**src/rtl/seq_div.sv**
```systemverilog
// Iterative unsigned restoring divider resolving BPC quotient bits per clock,
// with a ready/valid operand handshake and a one-cycle divide-by-zero path.
module seq_div #(
  parameter int A_BW = 8,
  parameter int B_BW = 5,
  parameter int BPC  = 1
) (
  input  logic            clk,
  input  logic            rst_n,
  input  logic            i_in_valid,
  input  logic [A_BW-1:0] i_a,
  input  logic [B_BW-1:0] i_b,
  output logic            o_in_ready,
  output logic [A_BW-1:0] o_q,
  output logic [B_BW-1:0] o_r,
  output logic            o_out_valid,
  output logic            o_div_zero,
  output logic [50:0]     number
);

  // state | meaning
  // IDLE  | waiting for operands, ready high
  // CALC  | K iterations in progress, ready low
  // DONE  | result strobe cycle, ready high for back-to-back accept
  typedef enum logic [1:0] {S_IDLE, S_CALC, S_DONE} state_t;

  localparam int K  = A_BW / BPC;
  localparam int CW = (K > 1) ? $clog2(K) : 1;
  localparam logic [CW-1:0] K_LAST = CW'(K - 1);

  // Cell model: async-reset DFF 24T, full subtractor 28T, 2:1 mux 12T.
  localparam int N_FF     = 2 + A_BW + B_BW + (B_BW + 1) + CW + A_BW + B_BW + 2;
  localparam int N_STAGE  = BPC * (B_BW + 1);
  localparam int TR_TOTAL = 24 * N_FF + 28 * N_STAGE + 12 * N_STAGE;

  state_t            state_q;
  logic [A_BW-1:0]   a_q;
  logic [B_BW-1:0]   b_q;
  logic [B_BW:0]     rem_q;
  logic [CW-1:0]     cnt_q;
  logic [A_BW-1:0]   q_q;
  logic [B_BW-1:0]   r_q;
  logic              vld_q;
  logic              dz_q;

  logic [B_BW:0]     rem_s [0:BPC];
  logic [A_BW-1:0]   a_s   [0:BPC];
  logic [B_BW:0]     sh;
  logic [B_BW+1:0]   diff;
  logic [B_BW:0]     rem_d;
  logic [A_BW-1:0]   a_d;
  logic              accept;

  assign o_in_ready  = (state_q != S_CALC);
  assign accept      = i_in_valid & o_in_ready;
  assign o_q         = q_q;
  assign o_r         = r_q;
  assign o_out_valid = vld_q;
  assign o_div_zero  = dz_q;
  assign number      = 51'(TR_TOTAL);

  // Cascade of BPC shift/trial-subtract stages; the dividend register
  // fills with quotient bits from the LSB as its MSBs are consumed.
  always_comb begin
    sh   = '0;
    diff = '0;
    rem_s[0] = rem_q;
    a_s[0]   = a_q;
    for (int i = 0; i < BPC; i++) begin
      sh   = {rem_s[i][B_BW-1:0], a_s[i][A_BW-1]};
      diff = {1'b0, sh} - {2'b00, b_q};
      if (diff[B_BW+1]) begin
        rem_s[i+1] = sh;
        a_s[i+1]   = {a_s[i][A_BW-2:0], 1'b0};
      end else begin
        rem_s[i+1] = diff[B_BW:0];
        a_s[i+1]   = {a_s[i][A_BW-2:0], 1'b1};
      end
    end
    rem_d = rem_s[BPC];
    a_d   = a_s[BPC];
  end

  always_ff @(posedge clk or negedge rst_n) begin
    if (!rst_n) begin
      state_q <= S_IDLE;
      a_q     <= '0;
      b_q     <= '0;
      rem_q   <= '0;
      cnt_q   <= '0;
      q_q     <= '0;
      r_q     <= '0;
      vld_q   <= 1'b0;
      dz_q    <= 1'b0;
    end else begin
      vld_q <= 1'b0;
      case (state_q)
        S_IDLE, S_DONE: begin
          if (accept) begin
            a_q   <= i_a;
            b_q   <= i_b;
            rem_q <= '0;
            cnt_q <= '0;
            if (i_b == '0) begin
              q_q     <= '1;
              r_q     <= i_a[B_BW-1:0];
              dz_q    <= 1'b1;
              vld_q   <= 1'b1;
              state_q <= S_DONE;
            end else begin
              state_q <= S_CALC;
            end
          end else begin
            state_q <= S_IDLE;
          end
        end
        S_CALC: begin
          a_q   <= a_d;
          rem_q <= rem_d;
          cnt_q <= cnt_q + 1'b1;
          if (cnt_q == K_LAST) begin
            q_q     <= a_d;
            r_q     <= rem_d[B_BW-1:0];
            dz_q    <= 1'b0;
            vld_q   <= 1'b1;
            state_q <= S_DONE;
          end
        end
        default: state_q <= S_IDLE;
      endcase
    end
  end

endmodule
```
**config.mk**
```make
export PLATFORM = sky130hd
export DESIGN_NAME = seq_div
export DESIGN_NICKNAME = d
export VERILOG_FILES = /design/src/rtl/seq_div.sv
export SDC_FILE = /design/constraint.sdc
export NUM_CORES = 1
export LEC_CHECK = 0
export BUFFER_PORTS_ARGS = -buffer_cell sky130_fd_sc_hd__buf_4
export CORE_MARGIN = 1
export CORE_UTILIZATION = 44
export CTS_CLUSTER_DIAMETER = 30
export DETAILED_ROUTE_END_ITERATION = 10
export PLACE_DENSITY = 0.76
export SYNTH_ARGS = -nofsm -noshare
export SYNTH_HDL_FRONTEND = slang
export SYNTH_SLANG_ARGS = --single-unit
```
**constraint.sdc**
```tcl
create_clock -name clk -period 2.2 [get_ports clk]
set_input_delay 0 -clock clk [delete_from_list [all_inputs] [get_ports clk]]
set_output_delay 0 -clock clk [all_outputs]
set_load 0.1 [all_outputs]
```
==> impl_metrics.tcl <==
set metrics [dict create \
    drv_cap 0 \
    place_area_sq_um 2270 \
    gp_congestion 0.825 \
    port_buffers 31 \
    grt_pass1_vias 1484 \
    grt_usage_pct 16.9 \
    worstPathArrival_ns 2.31 \
    drt-initial-drc-count 125 \
    wl_per_cell_um 12.5 \
    rsz0062_at_grt "no" \
    ys_async_sr_fraction_pct 100 \
    max_freq_mhz 478 \
    cts_inserted_buffers 5 \
    yosys_warnings 0 \
    core_sq_um 4750 \
    row_count 25 \
    report.final.hold_viol_count 0 \
    dp_hpwl_um 3080 \
    synthToLayoutAreaGrowth_pct 12.9 \
    clock_skew_ns 0.00787 \
    num_vias 1609 \
    synth_edf_count 0 \
    design_area_sq_um 2480 \
    final-setup-viol-count 0 \
    globalRouteOverflowTotal 0 \
    htreeDepth 2 \
    hold_class "primary input to flip-flop" \
    routed.top_layer "met4" \
    met3WireLength_um 250 \
    tightest_slew_ns 0.678 \
    die_x_um 72.6 \
    status "completed" \
    worst_setup_path_start_kind "flip-flop" \
    cts.sinks 38 \
    die-area_sq_um 5270 \
    finalMaxSlewViolations 0 \
    cts_root_buffer "clkbuf_8" \
    finalWirelength_um 4330 \
    drc_errors 0 \
    antenna_found_initial 0 \
    fin_crit_ns 2.09 \
    path_class "flip-flop to flip-flop" \
    first_pass_iters 4 \
    clock_latency_ns 0.29 \
    critPathRequiredTime_ns 2.42 \
    postRouteAntennaNets 0 \
    postCtsSetupBuffers 0 \
    n_antenna_cell 0 \
    synth.avg_cell_area_sq_um 9.33 \
    viasPerCell 4.66 \
    cp-end-kind "flip-flop" \
    syn_inst 235 \
    crit_path_max_fanout 7 \
    die_y_um 72.6 \
    fin_crit_sh_pct 95.1 \
    route.met2.wl_um 2080 \
    yosys-top-cells-area "dfrtp_1 43%, buf_4 18%, nand2_1 6.0%" \
    initial_core_util_pct 46.1 \
    ys_seq_elements 38 \
    yosysSeqAreaShare_pct 43.4 \
    synth_cell_type_count 43 \
    cts_tree "built" \
    slew_headroom_pct 54.6 \
    final_nets 302 \
    fin_ws_ns 0.108 \
    ios 83 \
    yosys.area.top_type_share_pct 43.4 \
    synth_common_cells "52 x buf_4, 38 x dfrtp_1, 35 x nand2_1" \
    yosys.area.top_type "dfrtp_1" \
    grt_max_degree 39 \
    yosys_most_used_dff "dfrtp_1" \
    grt_pass1_wl_um 6830 \
    pre_cts_ws_ns 0.0413 \
    synth_area_sq_um 2190 \
    clk_pin_slew_ns 0.08 \
    synth.most_common_cell "buf_4" \
    final_util_pct 52.1 \
    clockBufferDepth 2 \
    drt-met1-wl_um 1970 \
    drive_gt1_share_pct 18.0 \
    tns_ns 0 \
]
==> path summary, 6_finish.rpt <==
path                       slack [ns]  cells after the start   start  endpoint
min in group asynchronous        0.21                      2   rst_n    b_q[0]
hold reg to reg                  0.49                      1  o_q[5]    o_q[5]
setup reg to reg                 0.11                      8  a_q[7]    o_r[2]
setup / recovery                 0.11                      8  a_q[7]    o_r[2]
max in group asynchronous        1.63                      2   rst_n  cnt_q[1]
hold / removal                   0.01                      3  i_a[7]    a_q[7]
==> flip-flops by register name, indices dropped and copies added, names as in the netlist <==
name / cells
a_q: 8
o_div_zero: 1
o_q: 8
rem_q: 5
o_r: 5
o_out_valid: 1
state_q: 2
cnt_q: 3
b_q: 5
==> cells by family after synthesis <==
kind of cell / synth area share (%)
buffers and inverters: 21.5
XOR/XNOR: 0.399
AND/OR/NAND/NOR: 14.8
AO/OA/AOI/OAI: 14.7
flip-flops: 43.4
adder cells (fa/ha/maj): 4.91
other: 0.342
==> what timing repair did <==
action,CTS,global route
hold endpoints to repair,49,0
hold buffers,12,0
gates resized for setup,0,1
setup endpoints to repair,0,2
==> cells in the final DEF (no fill, tap or decap), drive strengths merged, types with 2 or more instances in the layout <==
cell and count:
o31ai 2, conb 51, ha 7, a22o 2, buf 34, a21oi 9, dfrtp 38, inv 8
clkbuf 5, o21ai 9, a31oi 8, and2b 2, nor2b 2, dlygate4sd3 12, nor2 19, nor3 5
o22a 4, o22ai 2, clkinv 2, nand2 36, nand3 3
==> layout make-up <==
class	count	area (sq um)
clock inverter	2	10.0
sequential	38	951
clock buffer	5	68.8
tap	67	83.8
inverter	8	30.0
multi-input combinational	179	957
timing repair buffer	46	375
fill	451	2280
==> stage by stage <==
step / std cells / hold WS, ns
floorplan: 284 / -0.296
global placement: 326 / -0.00562
detailed placement: 326 / -0.00341
CTS: 345 / 0.0124
global route: 345 / 0.0346
finish: 345 / 0.0126
==> critical path, stage by stage (launching register included) <==
cell and delay, ns:
dfrtp_1 0.33, inv_1 0.06, ha_1 0.23, fa_2 0.38, nor2b_4 0.15, o31a_2 0.15, nor2_2 0.07, or4_4 0.49
a41oi_2 0.16
==> metal layers <==
| layer | vias to the layer above | track usage, % |
|---|---|---|
| li1 | 772 | - |
| met1 | 769 | 22.9 |
| met2 | 64 | 27.8 |
| met3 | 4 | 4.56 |
| met4 | 0 | 2.61 |
| met5 | - | 0 |
Power is left out: the tool's default activity adds up to more than one toggle a clock period on the data nets, which glitch-free logic cannot reach.
